==> src/rtl/axil_cmd_slave_pkg.sv <==
// Shared definitions for the AXI-Lite command slave: register offsets,
// response codes, FSM encodings and the write-request payload.
package axil_cmd_slave_pkg;

  localparam int unsigned DATA_W    = 32;
  localparam int unsigned STRB_W    = DATA_W / 8;
  localparam int unsigned RESP_W    = 2;
  localparam int unsigned REG_SEL_W = 2;

  // Register selects, i.e. address bits [3:2]
  localparam logic [REG_SEL_W-1:0] REG_CMD       = 2'd0;  // 0x0
  localparam logic [REG_SEL_W-1:0] REG_STATUS    = 2'd1;  // 0x4
  localparam logic [REG_SEL_W-1:0] REG_SCRATCH   = 2'd2;  // 0x8
  localparam logic [REG_SEL_W-1:0] REG_CMD_COUNT = 2'd3;  // 0xC

  localparam logic [RESP_W-1:0] RESP_OKAY   = 2'b00;
  localparam logic [RESP_W-1:0] RESP_SLVERR = 2'b10;

  typedef enum logic [1:0] {
    W_IDLE   = 2'd0,
    W_HAVE_A = 2'd1,
    W_HAVE_D = 2'd2,
    W_RESP   = 2'd3
  } wr_state_e;

  typedef enum logic {
    R_IDLE = 1'b0,
    R_DATA = 1'b1
  } rd_state_e;

  // Fully assembled write request at the point of commit
  typedef struct packed {
    logic [REG_SEL_W-1:0] sel;
    logic [DATA_W-1:0]    data;
    logic [STRB_W-1:0]    strb;
  } wr_req_t;

  // Byte-lane merge of new data into an existing register value
  function automatic logic [DATA_W-1:0] apply_strb(
    input logic [DATA_W-1:0] old_val,
    input logic [DATA_W-1:0] new_val,
    input logic [STRB_W-1:0] strb
  );
    logic [DATA_W-1:0] res;
    res = old_val;
    for (int i = 0; i < int'(STRB_W); i++) begin
      if (strb[i]) res[8*i +: 8] = new_val[8*i +: 8];
    end
    return res;
  endfunction

endpackage

==> src/rtl/axil_cmd_slave.sv <==
// AXI-Lite slave exposing a CMD word to the LED/stop decoder, a status
// readback, a scratch register and a count of committed CMD writes.
module axil_cmd_slave
  import axil_cmd_slave_pkg::*;
#(
  parameter int unsigned ADDR_W      = 12,
  parameter logic [31:0] SCRATCH_RST = 32'h0000_0000
) (
  input  logic              usr_clk,
  input  logic              usr_rst_n,
  // write address
  input  logic [ADDR_W-1:0] s_axil_awaddr,
  input  logic              s_axil_awvalid,
  output logic              s_axil_awready,
  // write data
  input  logic [31:0]       s_axil_wdata,
  input  logic [3:0]        s_axil_wstrb,
  input  logic              s_axil_wvalid,
  output logic              s_axil_wready,
  // write response
  output logic [1:0]        s_axil_bresp,
  output logic              s_axil_bvalid,
  input  logic              s_axil_bready,
  // read address
  input  logic [ADDR_W-1:0] s_axil_araddr,
  input  logic              s_axil_arvalid,
  output logic              s_axil_arready,
  // read data
  output logic [31:0]       s_axil_rdata,
  output logic [1:0]        s_axil_rresp,
  output logic              s_axil_rvalid,
  input  logic              s_axil_rready,
  // downstream command decoder
  output logic [31:0]       cmd_data,
  output logic              cmd_vld,
  input  logic              led0_in,
  input  logic              stop_in
);

  wr_state_e w_state, w_state_nxt;
  rd_state_e r_state, r_state_nxt;

  logic [REG_SEL_W-1:0] aw_sel_q;
  logic [DATA_W-1:0]    wdata_q;
  logic [STRB_W-1:0]    wstrb_q;

  logic [DATA_W-1:0]    scratch;
  logic [DATA_W-1:0]    cmd_count;

  logic                 aw_hs_c;
  logic                 w_hs_c;
  logic                 b_hs_c;
  logic                 ar_hs_c;
  logic                 r_hs_c;
  logic                 commit_c;
  logic                 cmd_inc_c;
  wr_req_t              req_c;
  logic [RESP_W-1:0]    wr_resp_c;
  logic [DATA_W-1:0]    rd_mux_c;

  // Only bits [3:2] of either address are decoded
  logic                 unused_addr_bits;
  assign unused_addr_bits = ^{s_axil_awaddr, s_axil_araddr};

  assign aw_hs_c = s_axil_awvalid & s_axil_awready;
  assign w_hs_c  = s_axil_wvalid  & s_axil_wready;
  assign b_hs_c  = s_axil_bvalid  & s_axil_bready;
  assign ar_hs_c = s_axil_arvalid & s_axil_arready;
  assign r_hs_c  = s_axil_rvalid  & s_axil_rready;

  // ---------------------------------------------------------------- write

  // Write FSM state register
  always_ff @(posedge usr_clk or negedge usr_rst_n) begin
    if (!usr_rst_n) w_state <= W_IDLE;
    else            w_state <= w_state_nxt;
  end

  // Write next-state; assembles the request from live or latched halves
  always_comb begin
    w_state_nxt = w_state;
    commit_c    = 1'b0;
    req_c       = '{sel: aw_sel_q, data: wdata_q, strb: wstrb_q};
    case (w_state)
      W_IDLE: begin
        if (aw_hs_c && w_hs_c) begin
          w_state_nxt = W_RESP;
          commit_c    = 1'b1;
          req_c       = '{sel: s_axil_awaddr[3:2], data: s_axil_wdata, strb: s_axil_wstrb};
        end else if (aw_hs_c) begin
          w_state_nxt = W_HAVE_A;
        end else if (w_hs_c) begin
          w_state_nxt = W_HAVE_D;
        end
      end
      W_HAVE_A: begin
        if (w_hs_c) begin
          w_state_nxt = W_RESP;
          commit_c    = 1'b1;
          req_c       = '{sel: aw_sel_q, data: s_axil_wdata, strb: s_axil_wstrb};
        end
      end
      W_HAVE_D: begin
        if (aw_hs_c) begin
          w_state_nxt = W_RESP;
          commit_c    = 1'b1;
          req_c       = '{sel: s_axil_awaddr[3:2], data: wdata_q, strb: wstrb_q};
        end
      end
      W_RESP: begin
        if (b_hs_c) w_state_nxt = W_IDLE;
      end
      default: w_state_nxt = W_IDLE;
    endcase
  end

  assign wr_resp_c = (req_c.sel == REG_CMD || req_c.sel == REG_SCRATCH) ? RESP_OKAY : RESP_SLVERR;
  assign cmd_inc_c = commit_c && (req_c.sel == REG_CMD) && (|req_c.strb);

  // Hold whichever half of the write arrived first
  always_ff @(posedge usr_clk or negedge usr_rst_n) begin
    if (!usr_rst_n) begin
      aw_sel_q <= '0;
      wdata_q  <= '0;
      wstrb_q  <= '0;
    end else begin
      if (aw_hs_c) aw_sel_q <= s_axil_awaddr[3:2];
      if (w_hs_c) begin
        wdata_q <= s_axil_wdata;
        wstrb_q <= s_axil_wstrb;
      end
    end
  end

  // Write channel handshake outputs, registered from the next state
  always_ff @(posedge usr_clk or negedge usr_rst_n) begin
    if (!usr_rst_n) begin
      s_axil_awready <= 1'b1;
      s_axil_wready  <= 1'b1;
      s_axil_bvalid  <= 1'b0;
      s_axil_bresp   <= RESP_OKAY;
    end else begin
      s_axil_awready <= (w_state_nxt == W_IDLE) || (w_state_nxt == W_HAVE_D);
      s_axil_wready  <= (w_state_nxt == W_IDLE) || (w_state_nxt == W_HAVE_A);
      if (commit_c) begin
        s_axil_bvalid <= 1'b1;
        s_axil_bresp  <= wr_resp_c;
      end else if (b_hs_c) begin
        s_axil_bvalid <= 1'b0;
      end
    end
  end

  // Writable registers; cmd_vld marks the cycle cmd_data changes
  always_ff @(posedge usr_clk or negedge usr_rst_n) begin
    if (!usr_rst_n) begin
      cmd_data <= '0;
      cmd_vld  <= 1'b0;
      scratch  <= SCRATCH_RST;
    end else begin
      cmd_vld <= 1'b0;
      if (cmd_inc_c) begin
        cmd_data <= apply_strb(cmd_data, req_c.data, req_c.strb);
        cmd_vld  <= 1'b1;
      end
      if (commit_c && req_c.sel == REG_SCRATCH) begin
        scratch <= apply_strb(scratch, req_c.data, req_c.strb);
      end
    end
  end

  // Count of committed CMD words, wrapping naturally at 32 bits
  always_ff @(posedge usr_clk or negedge usr_rst_n) begin
    if (!usr_rst_n)     cmd_count <= '0;
    else if (cmd_inc_c) cmd_count <= cmd_count + 32'd1;
  end

  // ----------------------------------------------------------------- read

  // Read FSM state register
  always_ff @(posedge usr_clk or negedge usr_rst_n) begin
    if (!usr_rst_n) r_state <= R_IDLE;
    else            r_state <= r_state_nxt;
  end

  // Read next-state
  always_comb begin
    r_state_nxt = r_state;
    case (r_state)
      R_IDLE:  if (ar_hs_c) r_state_nxt = R_DATA;
      R_DATA:  if (r_hs_c)  r_state_nxt = R_IDLE;
      default: r_state_nxt = R_IDLE;
    endcase
  end

  // Read mux; registers hold pre-write values in a same-cycle collision
  always_comb begin
    rd_mux_c = '0;
    case (s_axil_araddr[3:2])
      REG_CMD:       rd_mux_c = cmd_data;
      REG_STATUS:    rd_mux_c = {30'b0, stop_in, led0_in};
      REG_SCRATCH:   rd_mux_c = scratch;
      REG_CMD_COUNT: rd_mux_c = cmd_count;
      default:       rd_mux_c = '0;
    endcase
  end

  // Read channel outputs; data captured at the AR handshake
  always_ff @(posedge usr_clk or negedge usr_rst_n) begin
    if (!usr_rst_n) begin
      s_axil_arready <= 1'b1;
      s_axil_rvalid  <= 1'b0;
      s_axil_rdata   <= '0;
      s_axil_rresp   <= RESP_OKAY;
    end else begin
      s_axil_arready <= (r_state_nxt == R_IDLE);
      if (ar_hs_c) begin
        s_axil_rvalid <= 1'b1;
        s_axil_rdata  <= rd_mux_c;
        s_axil_rresp  <= RESP_OKAY;
      end else if (r_hs_c) begin
        s_axil_rvalid <= 1'b0;
      end
    end
  end

endmodule

==> config.mk <==
export PLATFORM = sky130hd
export DESIGN_NAME = axil_cmd_slave
export DESIGN_NICKNAME = d
export VERILOG_FILES = /design/src/rtl/axil_cmd_slave_pkg.sv /design/src/rtl/axil_cmd_slave.sv
export SDC_FILE = /design/constraint.sdc
export NUM_CORES = 1
export LEC_CHECK = 0
export ABC_AREA = 1
export BUFFER_PORTS_ARGS = -buffer_cell sky130_fd_sc_hd__buf_4
export CORE_ASPECT_RATIO = 1.2
export CORE_MARGIN = 2
export CORE_UTILIZATION = 35
export DETAILED_ROUTE_END_ITERATION = 16
export GPL_TIMING_DRIVEN = 0
export HOLD_SLACK_MARGIN = 0.03
export SKIP_CTS_REPAIR_TIMING = 1
export SYNTH_ARGS = -nofsm -noshare
export SYNTH_HDL_FRONTEND = slang
export SYNTH_SLANG_ARGS = --single-unit
==> constraint.sdc <==
create_clock -name usr_clk -period 3.1 [get_ports usr_clk]
set_input_delay 0.62 -clock usr_clk [delete_from_list [all_inputs] [get_ports usr_clk]]
set_output_delay 0.62 -clock usr_clk [all_outputs]
set_load 0.05 [all_outputs]
After elaboration in Yosys (flattened, before gate mapping)
Index checks and enable logic that the tools add are counted.
Widths: inputs -> output; s select.

word-level totals
  flip-flop bits (word level) = 177
  input bits = 69
  output and inout bits = 74

operators by class
  $add $sub $neg = 1
  equal/unequal tests = 9
  mux-type cells = 25
  bitwise logic cells = 7
  reductions and logical operators = 22

operator list
  cell                   number
  $pmux 32 s4            1
  $pmux 38 s3            1
  $mux 38                2
  $mux 36                1
  $add 32x1->32 const B  1
  $reduce_and 2->1       8
  $mux 2                 7
  $eq 2x2->1 const B     6
  $mux 1                 10
  $logic_not 2->1        4
  $pmux 2 s4             1
  $eq 2x1->1 const B     3
  $and 1x1->1            5
  $logic_and 1x1->1      4
  $reduce_bool 2->1      2
  $reduce_or 4->1        1
  $logic_or 1x1->1       3
  $pmux 1 s3             1
  $not 1->1              2
  $pmux 1 s2             1

Longest topological paths before layout
  depth after elaboration = 8
  mapped depth = 14
  depth with buffers taken out = 13

Worst setup path after synthesis
No wires, ideal clock.

  path kind = reg2reg
  start = reg s_axil_awready
  end = reg scratch[13]
  setup time = 125 ps
  data arrival time = 1912 ps
  data required time = 2975 ps
  slack = 1063 ps
  stages on the path, launching flop included = 11
  period minus slack after synthesis = 2037 ps
  cells stage by stage = dfstp_2 > nand2_2 > inv_2 > nor2_1 > nor3_4 > nand3_2 > inv_2 > nand3_4 > buf_2 > nand2_1 > o21ai_1

between the ends
  word-level cells in the longest chain between the ends = 7
  elaborated cells between the ends (all ways) = 11
  classes of those cells = eq/ne (1); mux (6); bitwise (1); reduce/logical (3)

ends and longest elaborated chain
  what                               line                   source
  start: declaration                 axil_cmd_slave.sv:14   output logic s_axil_awready,
  start signal: assignment           axil_cmd_slave.sv:143  s_axil_awready <= (w_state_nxt == W_IDLE) || (w_state_nxt == W_HAVE_D);
  $and 1x1->1 (*)                    axil_cmd_slave.sv:65   assign aw_hs_c = s_axil_awvalid & s_axil_awready;
  $logic_and 1x1->1                  axil_cmd_slave.sv:86   if (aw_hs_c && w_hs_c) begin
  $mux 38                            axil_cmd_slave.sv:86
  $pmux 38 s3                        axil_cmd_slave.sv:84   case (w_state)
  $eq 2x2->1                         axil_cmd_slave.sv:166  if (commit_c && req_c.sel == REG_SCRATCH) begin
  $logic_and 1x1->1                  axil_cmd_slave.sv:166
  $reduce_and 2->1 (no source line)  --
  end signal: assignment             axil_cmd_slave.sv:167  scratch <= apply_strb(scratch, req_c.data, req_c.strb);
  end: declaration                   axil_cmd_slave.sv:47   logic [DATA_W-1:0] scratch;

Every way passes the cells marked *; elsewhere a longest branch is shown, timed or not.
A chain may end at the register's enable or synchronous reset.

Worst setup path after layout
  start = reg cmd_count[0]
  end = reg cmd_count[26]

between the ends
  word-level cells in the longest chain between the ends = 1

ends and longest elaborated chain
  what                      line                   source
  start: declaration        axil_cmd_slave.sv:48   logic [DATA_W-1:0] cmd_count;
  start signal: assignment  axil_cmd_slave.sv:175  else if (cmd_inc_c) cmd_count <= cmd_count + 32'd1;
  $add 32x1->32             axil_cmd_slave.sv:175

No other way between the ends.

==> metrics.md <==
| Metric | Value |
|---|---|
| Die X | `roughly 150 µm` |
| Hold Path Class | `primary input to async pin` |
| DR WL/cell | `between 15 and 20 µm` |
| Critical path class | `flip-flop to flip-flop` |
| Antenna-violating nets left | `0` |
| DP HPWL | `about 21000 µm` |
| Final net count | `approximately 1300` |
| Lkg Pwr | `5.415 nW` |
| Die height | `between 150 and 200 µm` |
| CP Max Fanout | `5` |
| Largest stage delay, worst path | `roughly 440 ps` |
| H-tree depth | `4` |
| # DRC | `0` |
| Place WS | `between 700 and 800 ps` |
| Total clock sinks | `176` |
| CP top delay family | `simple AND/OR/NAND/NOR gates` |
| Die area | `27070 µm²` |
| Post-Synth Simple-Gate Area | `roughly 26%` |
| Count of unique library cells instantiated by Yosys | `38` |
| Async SR Flop Fraction | `100.0%` |
| Max Clock Freq | `roughly 0.44 GHz` |
| Final Hold Vio Count | `0` |
| Slew @ Worst Pin | `695.1 ps` |
| Slowest cell on crit path | `dfrtp_1` |
| Via count | `between 7000 and 8000` |
| Number of port buffers | `119` |
| Yosys reg bits | `~180` |
| Antenna fix cells | `0` |
| Register area share after synthesis | `48.88%` |
| Initial core utilization | `35.53%` |
| Root buffer cell | `clkbuf_16` |
| Final setup violating endpoints | `0` |
| Area Growth Syn to Fin | `22.38%` |
| Final wirelength | `between 20000 and 30000 µm` |
| Synth Area in Compound Gates | `12.99%` |
| CTS tree | `done` |
| Setup TNS | `0 ps` |
| Initial antenna violation count | `0` |
| Mapped Cells | `around 1100` |
| CTS Buffer Depth | `2` |
| Post-route clock period utilization | `between 70% and 80%` |
| Status | `finished clean` |
| Max-cap violation count | `0` |
| PwrDens | `between 1000 and 1500 nW/µm²` |
| Placed Area | `10370 µm²` |
| Vias in the first global route | `between 7000 and 8000` |
| Largest net degree at the start of global routing | `about 110` |
| Worst path bufs/invs | `2` |
| Cells on worst reg2reg path | `11` |
| Clock slew at reported path FFs | `70 ps` |
| Final Skew | `12.26 ps` |
| TritonCTS buffer count | `17` |
| Share of layout cells above drive strength 1 | `approximately 17%` |
| Mux share of post-synthesis cell area | `0%` |
| R2R Setup Slk | `around 810 ps` |
| Most used DFF post-synth | `dfrtp_1` |
| Initial DRC Count | `about 540` |
| Drt pass-1 iters | `6` |
| Gpl congestion | `0.9331` |
| GR Util All Layers | `around a fifth` |
| Design Power | `11.63 mW` |
| Row cnt | `64` |
| CORE AREA | `about 25000 µm²` |
| Most frequent cell after synthesis | `nand2_1` |
| Yosys top cell by area | `dfrtp_1` |
| Required time of the critical path | `3440 ps` |
| Mapped cell area | `around 9000 µm²` |
| GRT overflow | `0` |
| Mean number of vias per cell | `between 4 and 5` |
| CP Data Arrival Time | `between 2000 and 3000 ps` |
| Worst vdd ir | `roughly 0.57 mV` |
| Post-route setup slack | `slightly above 800 ps` |
| Largest family of logic cells by synthesized area | `simple AND/OR/NAND/NOR gates` |
| Crit path cell chain | `ha_1, nand3_1, nor2_1, inv_1, nor2_1, inv_1, nor2_1, nand2_1, xor2_1, nand2_1, nand2_1` |
| Max-slew violation count | `0` |
| Post-synth EDFFs | `0` |
| Fin area | `roughly 11000 µm²` |
| CP Launch Type | `flip-flop` |
| Area share of fa/ha/maj cells after synthesis | `less than 1%` |
| Syn_area_per_cell | `approximately 8 µm²` |
| Relative slew slack | `between 50% and 60%` |
| Clk Latency, worst-skew pair | `around 440 ps` |
| R2R Path End | `cmd_count[26]` |
| Critical Path End Type | `flip-flop` |
| Synth warnings | `0` |
| Synth Area in XOR/XNOR | `under 10%` |
| Top post-synthesis cells by count | `nand2_1 (363), dfrtp_1 (173), inv_1 (121), o21ai_0 (108), nor2_1 (75)` |
| Largest cells by area after synthesis | `dfrtp_1 (48%), nand2_1 (15%), o21ai_0 (6.0%)` |
| Tmin final | `about 2300 ps` |
| Fillcell total | `2584` |
| RSZ-0062 raised after global routing | `no` |
| FF-to-FF Start | `cmd_count[0]` |
| First-pass GRT wire length | `42500 µm` |
| Boundary Pins | `approximately 140` |
| Synth top area share | `48.00%` |
| Final core area utilization | `between 40% and 50%` |
cell usage in the layout, fill, tap and decap left out, types with 2 or more instances in the layout:
master     count
a221oi_1      24
buf_6         12
conb_1         3
o21ai_2        3
nand2_4        4
and2_1         3
bufinv_16      5
xor2_1        29
nand3_1       22
clkbuf_1      23
nor2_1        75
o21ai_1       16
a21oi_1       40
a31oi_1        4
inv_8          3
nand2_1      363
nor3_1        19
inv_6          5
nor2_4         4
inv_2          4
inv_1        121
buf_1          2
o21a_1         4
dfrtp_1      173
nand2_2        5
nand3_2        5
dfstp_2        3
buf_4        128
nand3_4        4
a41oi_1        4
o21ai_0      108
nand4_1       32
buf_2          9
clkbuf_16     17
how the worst max path moves through the flow:
| stage | start | endpoint | slack (ps) | cells past startpoint |
|---|---|---|---|---|
| 3_5_place_dp | s_axil_arvalid | s_axil_rvalid | 700 | 5 |
| 4_1_cts | cmd_count[0] | cmd_count[26] | 790 | 11 |
| 3_3_place_gp | usr_rst_n | s_axil_rdata[2] | 240 | 1 |
| 5_1_grt | cmd_count[0] | cmd_count[26] | 660 | 11 |
| 2_1_floorplan | s_axil_awready | scratch[13] | 1060 | 10 |
| 6_report | cmd_count[0] | cmd_count[26] | 810 | 11 |
layout make-up:
cell class | count | area, µm² | share of cell area, %
buffer | 56 | 349.1 | 3.163
sequential | 176 | 4408 | 39.94
multi-input combinational | 777 | 3790 | 34.34
timing repair buffer | 120 | 928.4 | 8.412
inverter | 127 | 479.2 | 4.342
clock buffer | 17 | 425.4 | 3.854
clock inverter | 15 | 244.0 | 2.211
tap | 330 | 412.9 | 3.741
power breakdown:
| group | internal [mW] | leakage, nW | switching, mW | total, mW |
|---|---|---|---|---|
| Sequential | 3.18 | 2.27 | 0.691 | 3.88 |
| Clock | 1.46 | 0.325 | 1.01 | 2.47 |
| Combinational | 1.59 | 2.82 | 3.69 | 5.28 |
| Total | 6.24 | 5.41 | 5.40 | 11.6 |
state kept, by name, indices dropped and copies added (netlist names), 2 cells and up:
signal and count:
aw_sel_q 2, cmd_count 32, s_axil_rdata 32, w_state 2, wdata_q 32, cmd_data 32, wstrb_q 4, scratch 32
cells by family after synthesis:
group	after synthesis
XOR/XNOR	30
buffers and inverters	183
AO/OA/AOI/OAI	205
other	1
AND/OR/NAND/NOR	538
adder cells (fa/ha/maj)	1
flip-flops	176
worst register-to-register path: stages (launching register included):
cell	delay, ps
dfrtp_1	440
ha_1	250
nand3_1	220
nor2_1	210
inv_1	120
nor2_1	260
inv_1	100
nor2_1	210
nand2_1	120
xor2_1	160
nand2_1	60
nand2_1	40
per-stage QoR:
stage	hold WS [ps]	instances
after floorplan	324.4	1136
after global placement	463.4	1585
after detailed placement	472.3	1586
after CTS	142.4	1618
after global routing	144.9	1618
final	110.4	1618
per-layer routing:
layer | vias up | track usage [%] | part of all wire [%]
met5 | - | 0 | 0
met4 | 0 | 8.151 | 2.9
met3 | 42 | 2.944 | 3.5
met2 | 199 | 35.38 | 52
met1 | 3718 | 25.41 | 42
li1 | 3937 | - | -
Note: power is estimated with default switching activity, not from simulation.
